`src/rtl/truth_table_scanner_pkg.sv`:
```
// Shared definitions for the truth-table scanner: FSM state encoding,
// the SoP block's reference minterm mask and the default settle time.
package scanner_pkg;

    typedef enum logic [1:0] {
        IDLE   = 2'd0,
        WAIT   = 2'd1,
        SAMPLE = 2'd2,
        FINISH = 2'd3
    } state_e;

    // f = m(2, 4, 7, 11, 12) of the 4-input SoP block
    localparam logic [15:0] SOP_MINTERMS = 16'h1894;

    localparam int SETTLE_DEFAULT = 1;

    // Counter width able to hold n-1 (at least one bit)
    function automatic int cnt_width(input int n);
        return (n > 1) ? $clog2(n) : 1;
    endfunction

endpackage

```
`src/rtl/truth_table_scanner_settle_timer.sv`:
```
// settle_timer: down-counter that holds the scanner in WAIT for SETTLE
// cycles. load_i reloads SETTLE-1, en_i counts down, expire_o flags zero.
module settle_timer
    import scanner_pkg::*;
#(
    parameter int SETTLE = SETTLE_DEFAULT
) (
    input  logic clk,
    input  logic reset,
    input  logic load_i,
    input  logic en_i,
    output logic expire_o
);

    localparam int CW = cnt_width(SETTLE);
    localparam logic [CW-1:0] RELOAD = CW'(SETTLE - 1);

    logic [CW-1:0] cnt_q;
    logic [CW-1:0] cnt_d;

    // Next count: reload has priority, then decrement until zero
    always_comb begin
        cnt_d = cnt_q;
        if (load_i) begin
            cnt_d = RELOAD;
        end else if (en_i && (cnt_q != '0)) begin
            cnt_d = cnt_q - 1'b1;
        end
    end

    // Counter register
    always_ff @(posedge clk) begin
        if (reset) begin
            cnt_q <= '0;
        end else begin
            cnt_q <= cnt_d;
        end
    end

    assign expire_o = (cnt_q == '0);

endmodule

```
`src/rtl/truth_table_scanner.sv`:
```
// truth_table_scanner: sweeps all 2^N_IN minterms into the function under
// test, captures its output s per minterm into table_out and compares the
// result against EXPECTED. Optional macro SCAN_ERRCNT_EN adds err_count,
// the number of minterms whose captured value differs from EXPECTED.
module truth_table_scanner
    import scanner_pkg::*;
#(
    parameter int                    N_IN     = 4,
    parameter int                    SETTLE   = SETTLE_DEFAULT,
    parameter logic [(1<<N_IN)-1:0]  EXPECTED = SOP_MINTERMS
) (
    input  logic                 clk,
    input  logic                 reset,
    input  logic                 start,
    output logic [N_IN-1:0]      vec,
    input  logic                 s,
    output logic                 busy,
    output logic                 done,
    output logic [(1<<N_IN)-1:0] table_out,
    output logic                 match
`ifdef SCAN_ERRCNT_EN
    ,
    output logic [N_IN:0]        err_count
`endif
);

    localparam int TW = 1 << N_IN;
    localparam logic [N_IN-1:0] LAST_IDX = '1;

    state_e            state_q, state_d;
    logic [N_IN-1:0]   idx_q,   idx_d;
    logic [TW-1:0]     table_q, table_d;
    logic              match_q, match_d;
`ifdef SCAN_ERRCNT_EN
    logic [N_IN:0]     err_q,   err_d;
`endif

    logic timer_load;
    logic timer_en;
    logic timer_expire;

    settle_timer #(
        .SETTLE (SETTLE)
    ) u_settle_timer (
        .clk      (clk),
        .reset    (reset),
        .load_i   (timer_load),
        .en_i     (timer_en),
        .expire_o (timer_expire)
    );

    // Next-state, index, capture and compare logic
    always_comb begin
        state_d    = state_q;
        idx_d      = idx_q;
        table_d    = table_q;
        match_d    = match_q;
        timer_load = 1'b0;
        timer_en   = 1'b0;
`ifdef SCAN_ERRCNT_EN
        err_d      = err_q;
`endif
        case (state_q)
            IDLE: begin
                if (start) begin
                    idx_d      = '0;
                    table_d    = '0;
                    match_d    = 1'b0;
                    timer_load = 1'b1;
`ifdef SCAN_ERRCNT_EN
                    err_d      = '0;
`endif
                    state_d    = WAIT;
                end
            end
            WAIT: begin
                if (timer_expire) begin
                    state_d = SAMPLE;
                end else begin
                    timer_en = 1'b1;
                end
            end
            SAMPLE: begin
                table_d[idx_q] = s;
`ifdef SCAN_ERRCNT_EN
                if (s != EXPECTED[idx_q]) begin
                    err_d = err_q + 1'b1;
                end
`endif
                if (idx_q == LAST_IDX) begin
                    // Compare on the completed table so match is valid with done
                    match_d = (table_d == EXPECTED);
                    state_d = FINISH;
                end else begin
                    idx_d      = idx_q + 1'b1;
                    timer_load = 1'b1;
                    state_d    = WAIT;
                end
            end
            FINISH: begin
                match_d = (table_q == EXPECTED);
                state_d = IDLE;
            end
            default: begin
                state_d = IDLE;
            end
        endcase
    end

    // State and datapath registers, all cleared by reset
    always_ff @(posedge clk) begin
        if (reset) begin
            state_q <= IDLE;
            idx_q   <= '0;
            table_q <= '0;
            match_q <= 1'b0;
`ifdef SCAN_ERRCNT_EN
            err_q   <= '0;
`endif
        end else begin
            state_q <= state_d;
            idx_q   <= idx_d;
            table_q <= table_d;
            match_q <= match_d;
`ifdef SCAN_ERRCNT_EN
            err_q   <= err_d;
`endif
        end
    end

    // vec is the index register itself, so it holds its last minterm when idle
    assign vec       = idx_q;
    assign busy      = (state_q != IDLE);
    assign done      = (state_q == FINISH);
    assign table_out = table_q;
    assign match     = match_q;
`ifdef SCAN_ERRCNT_EN
    assign err_count = err_q;
`endif

endmodule

```
`config.mk`:
```
export PLATFORM = sky130hd
export DESIGN_NAME = truth_table_scanner
export DESIGN_NICKNAME = d
export VERILOG_FILES = /design/src/rtl/truth_table_scanner_pkg.sv /design/src/rtl/truth_table_scanner_settle_timer.sv /design/src/rtl/truth_table_scanner.sv
export SDC_FILE = /design/constraint.sdc
export NUM_CORES = 1
export LEC_CHECK = 0
export ABC_CLOCK_PERIOD_IN_PS = 2750
export CAP_MARGIN = 20
export CORE_MARGIN = 2
export CORE_UTILIZATION = 52
export DETAILED_ROUTE_END_ITERATION = 8
export PLACE_DENSITY = 0.79
export REMOVE_ABC_BUFFERS = 1
export SLEW_MARGIN = 40
export SYNTH_ARGS = -nofsm -noshare
export SYNTH_HDL_FRONTEND = slang
export SYNTH_SLANG_ARGS = --single-unit
```
`constraint.sdc`:
```
create_clock -name clk -period 2.75 [get_ports clk]
set_clock_uncertainty 0.1 [all_clocks]
set_input_delay 0.55 -clock clk [delete_from_list [all_inputs] [get_ports clk]]
set_output_delay 0.55 -clock clk [all_outputs]
set_load 0.02 [all_outputs]
```
==> results by group, run 1 <==
Worst setup path
  – CP Cell Sequence: clkdlybuf4s50_1
  – CP required: 2100 ps
  – Crit path from: vec[3]
  – CP max stage delay: 770 ps
  – Top delay family on crit path: flip-flops
  – Startpoint types: flip-flop
  – Levels on crit path: 1
  – Sum of buffers and inverters on the critical path: 1
  – Reg2reg end: match
  – Critical path endpoint: vec[3]
  – CP arrival: 1820 ps
  – Critical Path End Type: output pin
  – R2r startpoint: vec[0]
  – Worst Setup Path Type: reg2out
  – R2R depth: 7
  – R2R Setup Slk: 500 ps
  – CP max-delay cell: dfxtp_1
  – CP max FO: 20

Power and ir drop
  – Maximum VDD drop: 0.263 mV
  – Leak pwr: 0.645 nW
  – Logic gate share of total power: 12.5%
  – Sw frac: 25.9%
  – Clk pwr share: 30.2%
  – Total net switching power: 0.000162 W
  – Total internal power: 0.000463 W
  – Seq pwr share: 57.4%
  – P per Cell Area: 345 mW/mm^2

Place
  – I/O Buffers: 26
  – GPL Wtd Cong: 0.925
  – Placed cells: 244
  – Post-DP HPWL: 2840 um

Final layout
  – Synth-to-layout area growth: 19.2%
  – Multi-input gate area: 913 sq um
  – N_diodes: 0
  – Layout cells sized above 1: 6.45%
  – Non-Filler Instances: 248
  – Register area: 480 sq um
  – Filler instances: 259
  – Total Nets Final: 227

Synth
  – Synthesized area: 0.00152 sq mm
  – Synth Area per Inst: 7.68 sq um
  – Syn Inst Count: 198
  – Top FF cell, synth: dfxtp_1
  – Yosys warns: 0
  – Sequential share of the synthesized area: 31.6%
  – Post-synth ARST share: 0%
  – EDFF count, synth: 0
  – Yosys reg bits: 24
  – Post-synthesis cell type count: 44

Detailed routing
  – Wire per inst: 16.4 um
  – Via/cell ratio: 6.15
  – DRT antenna net count: 0
  – Total Wirelength: 4080 um
  – Initial drt markers: 83
  – Residual DRC count: 0
  – Via count: 1525
  – First-pass detailed-route iteration total: 4

Clock network
  – Clock slew at reported path FFs: 130 ps
  – Worst-Skew Late Latency: 320 ps
  – Cts bufs inserted: 3
  – CTS tree: built
  – Cts repair resizes: 0
  – # H-tree levels: 1
  – Post-CTS setup buffers: 0
  – Clk buf depth: 2
  – Clock sinks: 24
  – CTS hold repair buffers: 0
  – Root buffer cell: clkbuf_4

Floorplan
  – Die Y: 58.1 um
  – IO Pins: 27
  – Row count: 19
  – Starting density of the core: 55.1%
  – Die W: 58.1 um
  – Core footprint: 0.00276 sq mm
  – Die Footprint: 0.00337 sq mm

Timing
  – Period utilisation layout: 89.9%
  – RSZ-0062 raised after global routing: no
  – Count of final setup violators: 0
  – Max_slew headroom: 55.8%
  – Fin. Hold Viols: 0
  – Maximum clock frequency: 404 MHz
  – Slew @ Worst Pin: 662 ps
  – Slew Viols, Final: 0
  – Final setup TNS: 0 ps
  – Tmin final: 2470 ps

Flow run
  – MaxCap Viol Count: 0

Global route
  – Total GRT Usage: 25.9%
  – Initial antenna violation count: 0
  – First-pass GRT wire length: 6860 um
  – Largest net degree at the start of global routing: 21
  – Total grt overflow: 0
  – Vias in the first global route: 1422

Worst hold path
  – Hold path depth: 2
  – Min-Delay Path Class: reg2reg

Run status
  – Status: finished, final reports clean
[power groups by stage]
stage          clock network [W]   logic, W  registers, W
2_1_floorplan                  0  0.0000380      0.000367
3_3_place_gp                   0  0.0000743      0.000366
3_5_place_dp                   0  0.0000760      0.000366
4_1_cts                 0.000193  0.0000763      0.000359
5_1_grt                 0.000208  0.0000851      0.000360
6_report                0.000188  0.0000778      0.000359
[synthesized netlist by cell type, types with 2 or more instances]
| master | n | area (sq um) |
|---|---|---|
| a21oi_1 | 34 | 170 |
| dfxtp_1 | 24 | 480 |
| nor2_1 | 17 | 63.8 |
| o21ai_0 | 14 | 70.1 |
| nand3_1 | 13 | 65.1 |
| clkbuf_1 | 9 | 33.8 |
| nand2_1 | 8 | 30.0 |
| nand2b_1 | 7 | 43.8 |
| inv_1 | 6 | 22.5 |
| nor4b_1 | 6 | 52.6 |
| buf_2 | 5 | 25.0 |
| ha_1 | 5 | 62.6 |
| nand4_1 | 4 | 25.0 |
| a21o_1 | 3 | 22.5 |
| a22oi_1 | 3 | 22.5 |
| buf_6 | 3 | 33.8 |
| mux2i_1 | 3 | 30.0 |
| nor2b_1 | 3 | 18.8 |
| and2_1 | 2 | 12.5 |
| nand4b_1 | 2 | 17.5 |
| nor3b_1 | 2 | 15.0 |
| o21a_1 | 2 | 15.0 |
| xor2_1 | 2 | 17.5 |
[registers in the layout, indices dropped and copies added, names as in the netlist]
signal,count
match,1
u_settle_timer.cnt_q,1
vec,4
state_q,2
table_out,16
[placed cells by master, fill, tap and decap left out, drive strengths merged, types with 3 or more instances in the layout]
cell           count
nand4              4
inv                6
o21ai             14
nand3             13
nand2b             7
clkbuf             4
clkdlybuf4s50     26
a21o               3
ha                 5
nand2              8
dfxtp             24
mux2i              3
nor4b              6
a21oi             34
nor2              17
a22oi              3
buf                8
nor2b              3
[area by class of cell]
type                       instances  area share [%]
multi-input combinational        149            50.4
sequential                        24            26.5
inverter                           6            1.24
timing repair buffer              34            17.7
tap                               31            2.14
clock buffer                       4            2.00
[worst min path at each step]
stage	from	endpoint	slack (ps)
after floorplan	u_settle_timer.cnt_q	u_settle_timer.cnt_q	330
after global placement	u_settle_timer.cnt_q	u_settle_timer.cnt_q	340
after detailed placement	u_settle_timer.cnt_q	u_settle_timer.cnt_q	350
after CTS	u_settle_timer.cnt_q	u_settle_timer.cnt_q	370
after global routing	u_settle_timer.cnt_q	u_settle_timer.cnt_q	400
final	u_settle_timer.cnt_q	u_settle_timer.cnt_q	370
[cells by family (layout without fill, tap and decap cells)]
logic type | Yosys count | count (layout) | share of synthesized area, %
and+or+nand+nor | 70 | 70 | 25.4
DFF | 24 | 24 | 31.6
muxes | 4 | 4 | 2.72
buffers and inverters | 25 | 44 | 8.31
xor gates and xnor gates | 3 | 3 | 1.73
adders and majority gates | 5 | 5 | 4.12
AOI/OAI and AO/OA | 67 | 67 | 26.1
[routing by layer]
metal	GRT usage [%]	share of wire, %	up-vias
met5	0	0	-
met4	11.3	2.7	0
met3	3.57	6.7	13
met2	37.8	45	56
met1	37.9	46	707
li1	-	-	749
[stage by stage]
| stage | hold slack, ps | setup slack [ps] | total power (W) | utilization (%) | instance area (sq um) |
|---|---|---|---|---|---|
| after detailed placement | 348 | 430 | 0.000442 | 64.4 | 1780 |
| after global routing | 402 | 189 | 0.000653 | 65.7 | 1810 |
| after floorplan | 328 | 565 | 0.000405 | - | 1420 |
| final | 366 | 277 | 0.000625 | 65.7 | 1810 |
| after global placement | 340 | 487 | 0.000440 | 64.4 | 1780 |
| after CTS | 368 | 277 | 0.000628 | 65.7 | 1810 |
No activity file was read; power rests on OpenSTA's default activity.
==> run 2: changes to the inputs <==
--- a/config.mk
+++ b/config.mk
@@ -9,6 +9,7 @@
 export CAP_MARGIN = 20
 export CORE_MARGIN = 2
 export CORE_UTILIZATION = 52
+export CTS_CLUSTER_DIAMETER = 80
 export DETAILED_ROUTE_END_ITERATION = 8
 export PLACE_DENSITY = 0.79
 export REMOVE_ABC_BUFFERS = 1
==> results of run 2 <==
No change in the layout: final DEF, timing and power equal those of run 1.
==> run 3: changes to the inputs <==
--- a/config.mk
+++ b/config.mk
@@ -12,7 +12,6 @@
 export CTS_CLUSTER_DIAMETER = 80
 export DETAILED_ROUTE_END_ITERATION = 8
 export PLACE_DENSITY = 0.79
-export REMOVE_ABC_BUFFERS = 1
 export SLEW_MARGIN = 40
 export SYNTH_ARGS = -nofsm -noshare
 export SYNTH_HDL_FRONTEND = slang
==> results by group, run 3 (same netlist as run 1, synthesis figures left out) <==
Run status
  – Status: finished, final reports clean

Final layout
  – Final instance area: 0.00180 sq mm
  – Multi-input gate area: 913 sq um
  – Register area: 480 sq um
  – Total Nets Final: 226
  – Synth-to-layout area growth: 18.7%
  – Layout cells sized above 1: 6.02%
  – N_diodes: 0
  – Most frequent cells in the layout: 34 x a21oi_1, 26 x clkdlybuf4s50_1, 24 x dfxtp_1
  – Leading cell type in the layout, fill and taps excluded: a21oi_1
  – Max reg flops: 16
  – Filler instances: 242

Worst hold path
  – Min-delay src: u_settle_timer.cnt_q
  – Min-Delay Path Class: reg2reg

Worst setup path
  – Critical Path End Type: output pin
  – Levels on crit path: 1
  – R2R Setup Slk: 440 ps
  – CP Cell Sequence: clkdlybuf4s50_1
  – CP max-delay cell: dfxtp_1
  – CP required: 2100 ps
  – CP arrival: 1810 ps
  – CP max stage delay: 760 ps
  – Critical path endpoint: vec[3]
  – Sum of buffers and inverters on the critical path: 1
  – Crit path from: vec[3]
  – R2r startpoint: vec[0]
  – CP max FO: 20
  – Startpoint types: flip-flop
  – Top delay family on crit path: flip-flops
  – R2R depth: 7
  – Reg2reg end: match
  – Worst Setup Path Type: reg2out

Clock network
  – Cts repair resizes: 0
  – Worst-Skew Late Latency: 320 ps
  – CTS hold repair buffers: 0
  – Cts bufs inserted: 3
  – Post-CTS setup buffers: 0
  – # H-tree levels: 1
  – Root buffer cell: clkbuf_4
  – Clock slew at reported path FFs: 130 ps
  – CTS tree: built
  – Clk buf depth: 2
  – Clock sinks: 24

Detailed routing
  – First-pass detailed-route iteration total: 5
  – Via/cell ratio: 6.58
  – Residual DRC count: 0
  – Via count: 1625
  – Total Wirelength: 4130 um
  – Initial drt markers: 111
  – DRT antenna net count: 0
  – Wire per inst: 16.7 um

Floorplan
  – Die Y: 58.1 um
  – Starting density of the core: 55.1%
  – Row count: 19
  – Die Footprint: 0.00337 sq mm
  – Core footprint: 0.00276 sq mm
  – Die W: 58.1 um
  – IO Pins: 27

Timing
  – Slew Viols, Final: 0
  – Slew @ Worst Pin: 649 ps
  – Max_slew headroom: 56.7%
  – Tmin final: 2460 ps
  – Fin. Hold Viols: 0
  – Count of final setup violators: 0
  – RSZ-0062 raised after global routing: no
  – Maximum clock frequency: 407 MHz
  – Period utilisation layout: 89.4%
  – Final setup TNS: 0 ps

Power and ir drop
  – P per Cell Area: 347 mW/mm^2
  – Maximum VDD drop: 0.324 mV
  – Leak pwr: 0.640 nW

Global route
  – First-pass GRT wire length: 6740 um
  – Total grt overflow: 0
  – Vias in the first global route: 1460
  – Largest net degree at the start of global routing: 21
  – Total GRT Usage: 25.5%
  – Initial antenna violation count: 0

Place
  – I/O Buffers: 26
  – Post-DP HPWL: 2900 um
  – GPL Wtd Cong: 0.919
  – Area after DPL: 0.00177 sq mm

Flow run
  – MaxCap Viol Count: 0

Synth
  – Net Count, Synth: 207
run 3: through the flow:
stage               power [W]  util, %  cells  setup WS [ps]  hold slack, ps
floorplan            0.000413        -    198            672             328
CTS                  0.000629     65.4    247            316             399
global route         0.000652     65.4    247            233             436
global placement     0.000440     64.1    243            496             340
finish               0.000627     65.4    247            292             400
detailed placement   0.000443     64.1    243            413             376
run 3: cell type report:
cell class              count  share of cell area [%]
clock buffers               4                    2.01
inverters                   6                    1.25
multi-input cells         149                    50.6
flip-flops and latches     24                    26.6
well taps                  31                    2.15
repair buffers             33                    17.3
run 3: worst min-delay path by stage:
stage	to	slack (ps)	depth (start not counted)
finish	u_settle_timer.cnt_q	400	2
global route	u_settle_timer.cnt_q	440	2
CTS	u_settle_timer.cnt_q	400	2
detailed placement	u_settle_timer.cnt_q	380	2
global placement	u_settle_timer.cnt_q	340	2
floorplan	u_settle_timer.cnt_q	330	2
run 3: routing by layer:
metal  vias to the layer above  global-route usage, %  part of all wire (%)
li1                        744                      -                     -
met1                       769                   34.9                    41
met2                        94                   41.1                    47
met3                        18                   2.46                   8.2
met4                         0                   10.6                   2.9
met5                         -                      0                     0
run 3: worst register-to-register path, cell delays in order (launching register included):
cell and delay [ps]:
dfxtp_1 390, inv_1 130, ha_1 370, nor3b_1 330
mux2i_1 280, and4_1 240, o2111ai_1 140, a221oi_2 260
run 3: report_power, final:
group	switching (W)	total, W	internal, W
Sequential	0.00000754	0.000359	0.000352
Combinational	0.0000478	0.0000781	0.0000303
Clock	0.000109	0.000190	0.0000810
